--- config.mk ---
export PLATFORM = sky130hd
export DESIGN_NAME = accel_tick_gen_flat
export DESIGN_NICKNAME = d
export VERILOG_FILES = /design/src/rtl/accel_tick_pkg.sv /design/src/rtl/accel_tick_gen_if.sv /design/src/rtl/accel_period_step.sv /design/src/rtl/accel_tick_gen.sv /design/src/flat_wrapper.sv
export SDC_FILE = /design/constraint.sdc
export NUM_CORES = 1
export LEC_CHECK = 0
export BUFFER_PORTS_ARGS = -buffer_cell sky130_fd_sc_hd__buf_2
export CORE_MARGIN = 2
export CORE_UTILIZATION = 30
export CTS_BUF_LIST = sky130_fd_sc_hd__clkbuf_8
export CTS_CLUSTER_SIZE = 28
export DETAILED_ROUTE_END_ITERATION = 12
export SLEW_MARGIN = 25
export SYNTH_ARGS = -nofsm -noshare
export SYNTH_HDL_FRONTEND = slang
export SYNTH_HIERARCHICAL = 1
export SYNTH_SLANG_ARGS = --single-unit
--- constraint.sdc ---
create_clock -name C50 -period 5.25 [get_ports C50]
set_input_delay 0.525 -clock C50 [delete_from_list [all_inputs] [get_ports C50]]
set_output_delay 0.525 -clock C50 [all_outputs]
set_load 0.02 [all_outputs]
--- src/rtl/accel_tick_pkg.sv ---
// Shared types and helpers for the accelerating tick generator:
// decrement-mode encoding, tick counter width and the period clamp.
package accel_tick_pkg;

    typedef enum logic {
        MODE_LINEAR = 1'b0,
        MODE_GEOM   = 1'b1
    } mode_e;

    localparam int unsigned TICK_CNT_W = 16;

    // Evaluated at 64 bits so any CNT_W up to 64 can pass through unchanged.
    function automatic longint unsigned clamp(input longint unsigned x,
                                              input longint unsigned lo,
                                              input longint unsigned hi);
        if (x < lo) return lo;
        if (x > hi) return hi;
        return x;
    endfunction

endpackage

--- src/rtl/accel_tick_gen_if.sv ---
// Control/status bundle between the game FSM (master) and the tick
// generator (slave).
interface accel_tick_gen_if
    import accel_tick_pkg::*;
#(
    parameter int unsigned CNT_W = 28
);
    logic                  en;
    logic                  restart;
    mode_e                 mode;
    logic                  load;
    logic [CNT_W-1:0]      load_period;
    logic                  tick;
    logic                  level;
    logic [CNT_W-1:0]      period_cur;
    logic                  at_min;
    logic [TICK_CNT_W-1:0] tick_cnt;

    modport master (
        output en, restart, mode, load, load_period,
        input  tick, level, period_cur, at_min, tick_cnt
    );

    modport slave (
        input  en, restart, mode, load, load_period,
        output tick, level, period_cur, at_min, tick_cnt
    );
endinterface

--- src/rtl/accel_period_step.sv ---
// Next-period calculator: linear (fixed STEP) or geometric (period>>SHIFT,
// minimum 1) decrement, floored at MIN_PERIOD.
module accel_period_step
    import accel_tick_pkg::*;
#(
    parameter int unsigned CNT_W      = 28,
    parameter int unsigned MIN_PERIOD = 5000000,
    parameter int unsigned STEP       = 50000,
    parameter int unsigned SHIFT      = 5
) (
    input  logic [CNT_W-1:0] period_cur,
    input  mode_e            mode,
    output logic [CNT_W-1:0] next_period
);
    localparam int unsigned      EW     = CNT_W + 1;
    localparam logic [EW-1:0]    MIN_E  = EW'(MIN_PERIOD);
    localparam logic [EW-1:0]    STEP_E = EW'(STEP);
    localparam logic [CNT_W-1:0] MIN_C  = CNT_W'(MIN_PERIOD);

    logic [CNT_W-1:0] dec_geom;
    logic [EW-1:0]    dec_e;

    // Compare p >= MIN + dec in one extra bit instead of subtracting first,
    // so neither side can wrap.
    always_comb begin
        dec_geom = period_cur >> SHIFT;
        if (dec_geom == '0) dec_geom = CNT_W'(1);
        dec_e = (mode == MODE_GEOM) ? {1'b0, dec_geom} : STEP_E;
        if ({1'b0, period_cur} >= MIN_E + dec_e)
            next_period = period_cur - dec_e[CNT_W-1:0];
        else
            next_period = MIN_C;
    end
endmodule

--- src/rtl/accel_tick_gen.sv ---
// Accelerating tick generator: 1-cycle tick every period_cur cycles, period
// shrinking per tick to a floor. Optional tick counter: ACCEL_TICK_CNT_EN.
module accel_tick_gen
    import accel_tick_pkg::*;
#(
    parameter int unsigned CNT_W       = 28,
    parameter int unsigned INIT_PERIOD = 100000000,
    parameter int unsigned MIN_PERIOD  = 5000000,
    parameter int unsigned MAX_PERIOD  = 200000000,
    parameter int unsigned STEP        = 50000,
    parameter int unsigned SHIFT       = 5
) (
    input  logic            C50,
    input  logic            resetn,
    accel_tick_gen_if.slave bus
);
    localparam logic [CNT_W-1:0] INIT_C =
        CNT_W'(clamp(64'(INIT_PERIOD), 64'(MIN_PERIOD), 64'(MAX_PERIOD)));
    localparam logic [CNT_W-1:0] MIN_C = CNT_W'(MIN_PERIOD);

    logic [CNT_W-1:0] count;
    logic [CNT_W-1:0] period_cur;
    logic [CNT_W-1:0] next_period;
    logic [CNT_W-1:0] load_clamped;
    logic             tick;
    logic             level;
    logic             terminal;

    accel_period_step #(
        .CNT_W      (CNT_W),
        .MIN_PERIOD (MIN_PERIOD),
        .STEP       (STEP),
        .SHIFT      (SHIFT)
    ) u_step (
        .period_cur  (period_cur),
        .mode        (bus.mode),
        .next_period (next_period)
    );

    assign terminal     = (count == period_cur - CNT_W'(1));
    assign load_clamped = CNT_W'(clamp(64'(bus.load_period), 64'(MIN_PERIOD), 64'(MAX_PERIOD)));

    always_ff @(posedge C50) begin
        if (!resetn) begin
            count      <= '0;
            period_cur <= INIT_C;
            tick       <= 1'b0;
            level      <= 1'b0;
        end else if (bus.restart) begin
            count      <= '0;
            period_cur <= INIT_C;
            tick       <= 1'b0;
        end else if (bus.load) begin
            count      <= '0;
            period_cur <= load_clamped;
            tick       <= 1'b0;
        end else if (bus.en) begin
            if (terminal) begin
                count      <= '0;
                period_cur <= next_period;
                tick       <= 1'b1;
                level      <= ~level;
            end else begin
                count <= count + CNT_W'(1);
                tick  <= 1'b0;
            end
        end else begin
            tick <= 1'b0;
        end
    end

`ifdef ACCEL_TICK_CNT_EN
    logic [TICK_CNT_W-1:0] tick_cnt;
    logic                  fire;

    // Same qualification as the tick itself: restart and load both suppress it.
    assign fire = bus.en && terminal && !bus.restart && !bus.load;

    always_ff @(posedge C50) begin
        if (!resetn || bus.restart)
            tick_cnt <= '0;
        else if (fire)
            tick_cnt <= tick_cnt + TICK_CNT_W'(1);
    end

    assign bus.tick_cnt = tick_cnt;
`else
    assign bus.tick_cnt = '0;
`endif

    assign bus.tick       = tick;
    assign bus.level      = level;
    assign bus.period_cur = period_cur;
    assign bus.at_min     = (period_cur == MIN_C);
endmodule

--- src/flat_wrapper.sv ---
// flat-port wrapper written by rule: the top's interface ports become plain ports
module accel_tick_gen_flat import accel_tick_pkg::*;
#(
    parameter int unsigned CNT_W       = 28,
    parameter int unsigned INIT_PERIOD = 100000000,
    parameter int unsigned MIN_PERIOD  = 5000000,
    parameter int unsigned MAX_PERIOD  = 200000000,
    parameter int unsigned STEP        = 50000,
    parameter int unsigned SHIFT       = 5
)
  (C50, resetn, bus_en, bus_restart, bus_mode, bus_load, bus_load_period, bus_tick, bus_level, bus_period_cur, bus_at_min, bus_tick_cnt);
  accel_tick_gen_if #(.CNT_W(CNT_W)) bus_i ();
  input  logic C50;
  input  logic resetn;
  input wire logic [$bits(bus_i.en)-1:0] bus_en;
  input wire logic [$bits(bus_i.restart)-1:0] bus_restart;
  input wire logic [$bits(bus_i.mode)-1:0] bus_mode;
  input wire logic [$bits(bus_i.load)-1:0] bus_load;
  input wire logic [$bits(bus_i.load_period)-1:0] bus_load_period;
  output wire logic [$bits(bus_i.tick)-1:0] bus_tick;
  output wire logic [$bits(bus_i.level)-1:0] bus_level;
  output wire logic [$bits(bus_i.period_cur)-1:0] bus_period_cur;
  output wire logic [$bits(bus_i.at_min)-1:0] bus_at_min;
  output wire logic [$bits(bus_i.tick_cnt)-1:0] bus_tick_cnt;
  assign bus_i.en = bus_en;
  assign bus_i.restart = bus_restart;
  assign bus_i.mode = bus_mode;
  assign bus_i.load = bus_load;
  assign bus_i.load_period = bus_load_period;
  assign bus_tick = bus_i.tick;
  assign bus_level = bus_i.level;
  assign bus_period_cur = bus_i.period_cur;
  assign bus_at_min = bus_i.at_min;
  assign bus_tick_cnt = bus_i.tick_cnt;
  accel_tick_gen #(.CNT_W(CNT_W), .INIT_PERIOD(INIT_PERIOD), .MIN_PERIOD(MIN_PERIOD), .MAX_PERIOD(MAX_PERIOD), .STEP(STEP), .SHIFT(SHIFT)) u_core (.C50(C50), .resetn(resetn), .bus(bus_i));
endmodule
==> results.cfg <==
[status]
outcome = completed

[power]
leakage_nw = 2.843
peakVddDrop_v = 0.00008685
pwr-share-clk = 0.299
power_frac_comb = 0.351
power_w = 0.001369
p_seq_frac = 0.350
swShare = 0.3702
p_switching_w = 0.0005068
p_int_w = 0.0008622
power_density_nw_per_um2 = 182.2

[synthesis]
avgSynthCellArea_um2 = 7.468
yosysSeqAreaShare = 0.1724
synth-edff-count = 0
synthCells = 902
yosys.area.top_type = dfxtp_1
synth_area_leaders = dfxtp_1 (17%), ha_1 (8.5%), xnor2_1 (6.0%)
yosysMostFrequentCell = nor2_1
synth_warnings = 6
dominantRegCellSynth = dfxtp_1
synthTopCellsByCount = nor2_1 (80), nand2_1 (66), dfxtp_1 (58), nor3_1 (47)
synth_cell_types = 91
synth_seq_cells = 58
synth.top_cell.area_share = 0.1724
syn-cell-area_um2 = 6736
synthArstFlopShare = 0

[clock_tree]
cts_htree_levels = 3
post-cts-setup-buffer-count = 0
cts.sinks = 58
insertion_delay_ps = 350
cts_tree = yes
ctsHoldBuffers = 0
clk_pin_slew_ps = 70
clock-root-buffer = clkbuf_8
clockBufferDepth = 2
cts_made_buffers = 9
cts.repair.resized = 0

[critical_path]
crit_type = reg -> reg
cp_num_buf_inv = 0
regToRegStartpoint = u_core/bus.period_cur[11]
crit_fanout = 19
cp-start-kind = flop
crit_chain = nand2b_1 > ha_1 > o311a_1 > o2111a_1 > o2111ai_1 > nand3_1 > xor2_1 > ha_1 > a211oi_1 > o311ai_1 > o31a_2 > nor2_2 > nor2b_1 > a2111oi_0 > nor3_1
critPathArrivalTime_ps = 4820
crit_required_ps = 5470
crit_start = u_core/bus.period_cur[11]
crit_top_cell = ha_1
crit_path_max_incr_delay_ps = 650
end_kind = flop
path_delay_family = compound AO/OA/AOI/OAI gates
crit_slowest_cell = nor2_2

[sta]
final-hold-violation-count = 0
fin_crit_sh = 0.8770
grt_setup_unrepaired = false
final_max_slew_viol_count = 0
setup_ws_ps = 645.9
timing.slew.headroom = 0.2956
setup_viol = 0
period_needed_ps = 4604
fin_skew_ps = 10.88
fmax_mhz = 217.2
finalSetupTns_ps = 0
worstMarginPinSlew_ps = 1055

[cells_and_area]
instances_no_fill = 1237
finalCoreUtilization = 0.3422
drive_gt1_frac = 0.1411
fill_cells = 2323
area_growth_pct = 11.53
final_nets = 1034
diodes = 0

[global_route]
grt-ovfl-total = 0
grt_pass1_vias = 6683
antenna_found_initial = 0
grt_pass1_wl_um = 36180
track_usage = 0.1904
grt_max_degree = 35

[job]
drv.max_cap_violation_count = 0

[routing]
detail-route-antenna-nets = 0
routedWlPerCell_um = 18.60
drt_iter0_markers = 596
num_vias = 7200
viasPerCell = 5.821
remaining_drc_errors = 0
drt_first_pass_iters = 5
wirelength_um = 23010

[floorplanning]
rows = 54
start_util = 0.3068
die_w_um = 153.9
core_area_um2 = 21960
ioPinCount = 81
dieArea_um2 = 23670
die_h_um = 153.9

[placed_design]
placed_cells_incl_taps = 1222
place_ws_ps = 362.1
port_buffers = 64
routabilityCongestion = 0.9652
dpl.hpwl_um = 17710

[worst_hold_path]
hold_start = resetn
min_path_type = in -> reg
-- per-layer routing --
layer / up-vias / part of all wire / global-route usage
met3: 45 / 0.061 / 0.01494
met5: - / 0 / 0
met2: 300 / 0.47 / 0.3230
met1: 3426 / 0.44 / 0.2535
met4: 0 / 0.028 / 0.06987
li1: 3429 / - / -
-- path summary, 6_finish.rpt --
path	endpoint	slack (ps)	depth (start not counted)
worst max-delay path	u_core/bus.period_cur[7]	650	15
worst max register to register	u_core/bus.period_cur[7]	650	15
worst min register to register	u_core/bus.level	490	2
worst min-delay path	u_core/bus.level	460	2
-- placed cells by master (no fill, tap or decap), types with 11 or more instances in the layout --
cell type | synthesis | final
nor2_1 | 80 | 80
nand2_1 | 66 | 66
buf_2 | 6 | 65
dfxtp_1 | 58 | 58
nor3_1 | 47 | 47
xnor2_1 | 46 | 46
ha_1 | 46 | 46
a21oi_1 | 43 | 43
xor2_1 | 37 | 37
inv_1 | 34 | 36
o21ai_0 | 29 | 29
nand3_1 | 28 | 28
nor4_1 | 24 | 24
buf_4 | 18 | 22
nand4_1 | 20 | 20
o211ai_1 | 17 | 17
or4_1 | 16 | 16
conb_1 | 1 | 16
nor2b_1 | 14 | 14
a31oi_1 | 14 | 14
a211oi_1 | 13 | 13
and3_1 | 13 | 13
or3_1 | 12 | 12
mux2i_1 | 12 | 12
nand2b_1 | 12 | 11
a21o_1 | 11 | 11
-- flip-flops by register name, indices dropped and copies added (netlist names) --
register               flops
u_core/bus.tick            1
u_core/bus.period_cur     28
u_core/bus.level           1
u_core/count              28
-- through the flow --
stage | hold slack (ps) | area [µm²]
6_report | 463.1 | 7513
5_1_grt | 463.9 | 7513
4_1_cts | 451.4 | 7513
3_5_place_dp | 473.6 | 7328
3_3_place_gp | 459.5 | 7321
2_1_floorplan | 499.3 | 6793
-- layout make-up --
cell class / count / area, µm² / area share
clock buffer: 10 / 137.6 / 0.01832
sequential: 58 / 1161 / 0.1545
tap: 280 / 350.3 / 0.04663
clock inverter: 5 / 47.55 / 0.006328
timing repair buffer: 87 / 490.5 / 0.06528
multi-input combinational: 762 / 5195 / 0.6914
inverter: 35 / 131.4 / 0.01749
-- cells by family after synthesis --
family	synth area share
AOI/OAI and AO/OA	0.2416
xor gates and xnor gates	0.1079
adders and majority gates	0.08841
buffers and inverters	0.06519
DFF	0.1724
muxes	0.02619
other	0.0005567
and+or+nand+nor	0.2977
-- power by group through the flow --
stage / Clock [W] / Combinational, W / Sequential [W]
2_1_floorplan: 0 / 0.000340 / 0.000493
6_report: 0.000409 / 0.000481 / 0.000479
3_5_place_dp: 0 / 0.000472 / 0.000489
4_1_cts: 0.000418 / 0.000474 / 0.000479
3_3_place_gp: 0 / 0.000469 / 0.000488
5_1_grt: 0.000441 / 0.000527 / 0.000481
Power figures use the tool's default switching activity.
